### src/rtl/sync_fifo_flags.sv
// sync_fifo_flags: single-clock FIFO with registered occupancy count,
// full/empty and almost-full/almost-empty flags, and sticky overflow/underflow.
// Read mode is selected at build time by the macro SYNC_FIFO_FWFT_EN:
//   undefined -> registered read data, valid the cycle after an accepted read
//   defined   -> first-word fall-through, rdata presents the head word
module sync_fifo_flags #(
    parameter int DSIZE     = 8,
    parameter int ASIZE     = 4,
    parameter int AFULL_TH  = (1 << ASIZE) - 2,
    parameter int AEMPTY_TH = 2
) (
    input  logic             clk,
    input  logic             rst,
    input  logic [DSIZE-1:0] wdata,
    input  logic             winc,
    output logic             wfull,
    output logic             walmost_full,
    input  logic             rinc,
    output logic [DSIZE-1:0] rdata,
    output logic             rempty,
    output logic             ralmost_empty,
    output logic [ASIZE:0]   count,
    output logic             overflow,
    output logic             underflow
);

    localparam int unsigned DW    = DSIZE;
    localparam int unsigned AW    = ASIZE;
    localparam int unsigned PW    = ASIZE + 1;
    localparam int unsigned DEPTH = 1 << ASIZE;

    localparam logic [PW-1:0] FULL_LVL   = PW'(DEPTH);
    localparam logic [PW-1:0] AFULL_LVL  = PW'(AFULL_TH);
    localparam logic [PW-1:0] AEMPTY_LVL = PW'(AEMPTY_TH);

    // Reject threshold sets that make the almost flags meaningless.
    if (AEMPTY_TH >= AFULL_TH || AFULL_TH > (1 << ASIZE) || AFULL_TH < 1) begin : g_bad_thresholds
        $error("sync_fifo_flags: illegal AFULL_TH/AEMPTY_TH for this ASIZE");
    end

    logic [DW-1:0] mem [DEPTH];

    logic [PW-1:0] wptr;
    logic [PW-1:0] rptr;
    logic [PW-1:0] wptr_next;
    logic [PW-1:0] rptr_next;
    logic [PW-1:0] count_next;
    logic [AW-1:0] waddr;
    logic          wr_en;
    logic          rd_en;

    // Acceptance is decided on the flags as they stand before the edge.
    always_comb begin
        wr_en = winc & ~wfull;
        rd_en = rinc & ~rempty;
        waddr = wptr[AW-1:0];
    end

    // Next pointers and occupancy; pointers carry one wrap bit.
    always_comb begin
        wptr_next  = wptr + PW'(wr_en);
        rptr_next  = rptr + PW'(rd_en);
        count_next = count;
        case ({wr_en, rd_en})
            2'b10:   count_next = count + PW'(1);
            2'b01:   count_next = count - PW'(1);
            default: count_next = count;
        endcase
    end

    // Pointer, occupancy and flag registers; flags track post-edge occupancy.
    always_ff @(posedge clk) begin
        if (rst) begin
            wptr          <= '0;
            rptr          <= '0;
            count         <= '0;
            wfull         <= 1'b0;
            walmost_full  <= 1'b0;
            rempty        <= 1'b1;
            ralmost_empty <= 1'b1;
        end else begin
            wptr          <= wptr_next;
            rptr          <= rptr_next;
            count         <= count_next;
            wfull         <= (count_next == FULL_LVL);
            walmost_full  <= (count_next >= AFULL_LVL);
            rempty        <= (count_next == '0);
            ralmost_empty <= (count_next <= AEMPTY_LVL);
        end
    end

    // Sticky error flags, cleared only by reset.
    always_ff @(posedge clk) begin
        if (rst) begin
            overflow  <= 1'b0;
            underflow <= 1'b0;
        end else begin
            overflow  <= overflow  | (winc & wfull);
            underflow <= underflow | (rinc & rempty);
        end
    end

    // Storage array; not reset, and a write coinciding with reset is dropped.
    always_ff @(posedge clk) begin
        if (!rst && wr_en) begin
            mem[waddr] <= wdata;
        end
    end

`ifdef SYNC_FIFO_FWFT_EN

    logic [AW-1:0] head_addr;
    logic [DW-1:0] head_word;

    // Head word after this edge; bypass the array when the write lands at the head.
    always_comb begin
        head_addr = rptr_next[AW-1:0];
        if (wr_en && (wptr == rptr_next)) begin
            head_word = wdata;
        end else begin
            head_word = mem[head_addr];
        end
    end

    // Present the head word; hold the last value while the FIFO goes empty.
    always_ff @(posedge clk) begin
        if (rst) begin
            rdata <= '0;
        end else if (count_next != '0) begin
            rdata <= head_word;
        end
    end

`else

    logic [AW-1:0] raddr;

    // Read address is the current head.
    always_comb begin
        raddr = rptr[AW-1:0];
    end

    // Registered read data, loaded only on an accepted read.
    always_ff @(posedge clk) begin
        if (rst) begin
            rdata <= '0;
        end else if (rd_en) begin
            rdata <= mem[raddr];
        end
    end

`endif

endmodule

### config.mk
export PLATFORM = sky130hd
export DESIGN_NAME = sync_fifo_flags
export DESIGN_NICKNAME = d
export VERILOG_FILES = /design/src/rtl/sync_fifo_flags.sv
export SDC_FILE = /design/constraint.sdc
export NUM_CORES = 1
export LEC_CHECK = 0
export CORE_MARGIN = 2
export CORE_UTILIZATION = 59
export DETAILED_ROUTE_END_ITERATION = 6
export PLACE_DENSITY = 0.81
export SLEW_MARGIN = 20
export SYNTH_ARGS = -nofsm -noshare
export SYNTH_HDL_FRONTEND = slang
export SYNTH_SLANG_ARGS = --single-unit
### constraint.sdc
create_clock -name clk -period 4 [get_ports clk]
set_clock_uncertainty 0.05 [all_clocks]
set_input_delay 1.2 -clock clk [delete_from_list [all_inputs] [get_ports clk]]
set_output_delay 1.2 -clock clk [all_outputs]
set_load 0.05 [all_outputs]
==> impl_metrics.toml, run 1 <==
[yosys]
synthFlopType = "edfxtp_1"
syn_area_per_cell_um2 = 17.9
ys_warn_count = 0
ys_seq_area_share_pct = 71.0
synth_cell_types = 39
ys_top_cells_by_area = "edfxtp_1 62%, mux4_2 15%, dfxtp_1 8.8%"
syn-cell-area_um2 = 6170
netlist.area_leader.share_pct = 62.3
synth.most_common_cell = "edfxtp_1"
synth_edf_count = 128
ys_seq_elements = 155
synthArstFlopShare_pct = 0
yosys-top-cells-count = "128 x edfxtp_1, 40 x mux4_2, 30 x nor2_1"
yosys.area.top_type = "edfxtp_1"
syn_inst = 345
syn-num-nets = 362

[sta]
maxSlewViolCount = 0
period_minus_slack_ns = 3.41
finalSetupViolCount = 0
hold_viol_final = 0
grt_setup_unrepaired = "no"
slew_headroom_pct = 46.8
tightest_slew_ns = 0.796
finalCritPeriodShare_pct = 85.2
setup_tns_ns = 0
fmax_mhz = 293

[run_status]
status = "complete, no violations"

[drt]
drt_iter0_drc = 243
wirelength_um = 11300
drc = 0
dr.pass1.iters = 5
vias = 3209
ant_nets = 0
wl_per_cell_um = 20.8
vias_per_cell = 5.91

[clock_network]
clkTransAtPathRegs_ns = 0.07
cts_tree = "built"
cts_hold_buf = 0
cts_sinks = 155
clock_path_buffers = 2
root_buffer = "clkbuf_8"
cts_setup_buffers = 0
worstSkewPairLatency_ns = 0.53
cts_resized = 0
h-tree-depth = 4
cts_buffers = 17

[cells_and_area]
n_antenna_cell = 0
final_area_um2 = 7230
final_cells = 543
nNetsFinal = 411
drive_gt1_share_pct = 26.0
area_growth_pct = 17.2

[pwr]
powerDensity_nw_per_um2 = 562
p_leak_uw = 0.00237
ir_drop_mv = 0.343

[place]
dp_hpwl_um = 7600
placed_cell_area_um2 = 6700
routabilityCongestion = 0.818
placed_cells = 511
io_buffer_count = 30

[global_route]
grt_pass1_vias = 3359
grtUsageTotal_pct = 22.3
antenna_found_initial = 0
grt-ovfl-total = 0
grt_max_degree = 35
grt_pass1_wl_um = 18100

[floorplan]
die_width_um = 106
start_util_pct = 60.3
io_pins = 31
rows = 37
coreArea_um2 = 10200
die_y_um = 106
dieArea_um2 = 11300

[setup_path]
worstPathMaxFanout = 7
worstSetupPathType = "primary input to register"
cp_data_arrival_time_ns = 3.76
required_ns = 4.35
start_kind = "primary input"
critPathCaptureType = "register"

[flow_run]
maxCapViolCount = 0

[hold_path]
hold_path.class = "register to register"
==> kinds of logic after synthesis <==
group,synth area share [%]
flops,71.0
compound gates,2.84
simple gates,6.61
buf+inv,1.93
mux,14.8
xor+xnor,1.80
fa+ha+maj,1.01
==> critical path: stages <==
cell and delay (ns):
clkdlybuf4s50_1 0.48, nor2b_4 0.22, clkinv_2 0.12, ha_1 0.25, nor4b_1 0.16, or4_1 0.54, a21o_1 0.26, a2111oi_2 0.43
nor2_1 0.09
==> per-stage QoR <==
| step | worst slack [ns] | utilization (%) | hold WS (ns) | total power [uW] |
|---|---|---|---|---|
| 2_1_floorplan | 0.628 | - | 0.448 | 2460 |
| 3_3_place_gp | 0.214 | 65.5 | 0.394 | 2650 |
| 3_5_place_dp | 0.0484 | 65.5 | 0.398 | 2680 |
| 4_1_cts | 0.609 | 70.7 | 0.407 | 4090 |
| 5_1_grt | 0.433 | 70.7 | 0.428 | 4220 |
| 6_report | 0.591 | 70.7 | 0.408 | 4060 |
==> where the power goes <==
part | total, uW | internal [uW] | switching [uW]
sequential | 1890 | 1800 | 82.0
clock | 1420 | 773 | 651
combinational | 754 | 349 | 405
total | 4060 | 2930 | 1140
==> cell usage in the layout, fill, tap and decap left out, types with 2 or more instances in the layout <==
| cell type | instances |
|---|---|
| nand2b_1 | 4 |
| nor2_1 | 30 |
| xnor2_1 | 7 |
| clkdlybuf4s50_1 | 30 |
| ha_1 | 5 |
| nor3_1 | 9 |
| a2111oi_2 | 2 |
| buf_4 | 22 |
| nor2b_1 | 4 |
| nor4b_1 | 4 |
| clkbuf_16 | 16 |
| inv_6 | 2 |
| a22o_2 | 2 |
| a21oi_1 | 14 |
| clkinv_4 | 5 |
| inv_4 | 5 |
| nand3_1 | 2 |
| xor2_1 | 3 |
| dfxtp_1 | 26 |
| edfxtp_1 | 128 |
| nand2_1 | 23 |
| clkinv_2 | 3 |
| mux4_2 | 40 |
| and3_1 | 2 |
| a21o_1 | 2 |
==> metal layers <==
layer / vias to the layer above / wire length [um] / global-route usage, %
met5: - / 0 / 0
met4: 0 / 146 / 7.99
met3: 13 / 587 / 4.97
met2: 127 / 6010 / 37.5
met1: 1613 / 4540 / 29.1
li1: 1456 / - / -
==> sequential cells by signal, indices dropped and copies added, names as in the netlist <==
name,flops
wfull,1
underflow,1
rempty,1
overflow,1
rdata,8
rptr,4
wptr,4
walmost_full,1
ralmost_empty,1
count,5
mem,128
==> final cells by class <==
class,count,area [um^2]
well taps,136,170
multi-input cells,165,1670
fillers,641,3000
clock buffers,17,414
repair buffers,52,465
inverters,3,12.5
flip-flops and latches,155,4390
clock inverters,15,114
==> worst paths after layout <==
path | startpoint | to | slack (ns) | cells past startpoint
setup / recovery | winc | rempty | 0.59 | 9
hold / removal | rdata[0] | rdata[0] | 0.41 | 2
setup reg to reg | rempty | rempty | 1.34 | 8
hold reg to reg | rdata[0] | rdata[0] | 0.41 | 2
Note: power is estimated with default switching activity, not from simulation.
==> run 2, diff against run 1 <==
Settings changed: GPL_ROUTABILITY_DRIVEN from default to 1, GPL_TIMING_DRIVEN from default to 0.
==> impl_metrics.toml, run 2 (synthesized netlist as in run 1, its figures left out) <==
[run_status]
status = "complete, no violations"

[pwr]
powerDensity_nw_per_um2 = 567
ir_drop_mv = 0.331
power.total_uw = 4080
p_leak_uw = 0.00231

[cells_and_area]
final_cells = 542
nNetsFinal = 410
multiInputGateArea_um2 = 1690
final_common_cell = "edfxtp_1"
num-fill-cells = 660
largest_reg_flops = 128
utilization_pct = 70.2
area_growth_pct = 16.5
n_antenna_cell = 0
regArea_um2 = 4380
regMostFlops = "mem"
reg_top3 = "mem: 128 flops, rdata: 8 flops, count: 5 flops"
drive_gt1_share_pct = 23.6
final_cell_mix = "128 x edfxtp_1, 40 x mux4_2, 30 x nor2_1"

[clock_network]
root_buffer = "clkbuf_8"
cts_tree = "built"
clkTransAtPathRegs_ns = 0.07
cts_setup_buffers = 0
cts_sinks = 155
cts_buffers = 17
clock_path_buffers = 2
worstSkewPairLatency_ns = 0.53
cts_hold_buf = 0
h-tree-depth = 4
cts_resized = 0

[global_route]
antenna_found_initial = 0
top_usage_layer = "met2"
met1_usage_pct = 32.3
grt_pass1_vias = 3315
grtUsageTotal_pct = 24.5
grt-ovfl-total = 0
grt_pass1_wl_um = 19300
grtUsageMet3_pct = 6.81
grt_max_degree = 17
grtUsageMet2_pct = 39.5

[setup_path]
r2r_cells = 12
start_kind = "primary input"
critPathCaptureType = "register"
worstSetupPathType = "primary input to register"
crit_slowest_cell = "clkdlybuf4s50_1"
max_stage_delay_ns = 0.48
worstPathMaxFanout = 11
required_ns = 4.37
path_common_cell = "xnor2_1"
crit_chain = "clkdlybuf4s50_1 > nand2b_1 > clkinv_1 > buf_4 > nand2_1 > xnor2_1 > ha_1 > a21oi_1 > nor3_1 > a2111oi_2 > xnor2_1 > nor2_1 > a221o_2"
cp_data_arrival_time_ns = 3.96

[sta]
tightest_slew_ns = 0.910
finalCritPeriodShare_pct = 89.7
setup_tns_ns = 0
period_minus_slack_ns = 3.59
maxSlewViolCount = 0
hold_viol_final = 0
grt_setup_unrepaired = "no"
fmax_mhz = 279
slew_headroom_pct = 39.4
finalSetupViolCount = 0
fin_ws_ns = 0.412

[place]
dp_hpwl_um = 8070
routabilityCongestion = 0.889
placed_cells = 510
place_ws_ns = -0.104
io_buffer_count = 29

[floorplan]
dieArea_um2 = 11300
die_y_um = 106
coreArea_um2 = 10200
start_util_pct = 60.3
die_width_um = 106
io_pins = 31
rows = 37

[drt]
wl_per_cell_um = 22.7
wirelength_um = 12300
dr.pass1.iters = 5
drc = 0
drt_iter0_drc = 324
ant_nets = 0
vias_per_cell = 6.03
vias = 3269

[hold_path]
hold_path.class = "register to register"
whs_path_depth = 2

[flow_run]
maxCapViolCount = 0
## run 2: per-stage QoR
step           cell area [um^2]  hold slack, ns
2_1_floorplan              6170           0.448
3_3_place_gp               6630           0.393
3_5_place_dp               6650           0.398
4_1_cts                    7190           0.407
5_1_grt                    7190           0.426
6_report                   7190           0.407
## run 2: layer usage
metal,up-vias,routed length (um)
li1,1449,-
met1,1675,4990
met2,139,6430
met3,6,790
met4,0,112
met5,-,0
## run 2: critical path, delay by kind of cell
kind,cells,cell delay [ns]
buf+inv,3,0.73
compound gates,3,0.95
simple gates,4,0.47
fa+ha+maj,1,0.20
xor+xnor,2,0.39
## run 2: worst paths after layout
| path | slack, ns | startpoint | to |
|---|---|---|---|
| worst max-delay path | 0.41 | rinc | walmost_full |
| worst min register to register | 0.41 | rdata[4] | rdata[4] |
| worst min-delay path | 0.41 | rdata[4] | rdata[4] |
| worst max register to register | 1.15 | rempty | walmost_full |
## run 2: final cells by class
class / instances / area share (%)
Timing Repair Buffer: 29 / 4.04
Inverter: 3 / 0.174
Tap cell: 136 / 2.37
Clock buffer: 17 / 5.76
Buffer: 22 / 1.48
Multi-Input combinational cell: 165 / 23.5
Sequential cell: 155 / 61.0
Clock inverter: 15 / 1.69
## run 2: power by group
group	total [uW]	internal, uW	switching (uW)
logic	819	349	469
clock network	1420	770	649
registers	1840	1800	33.9
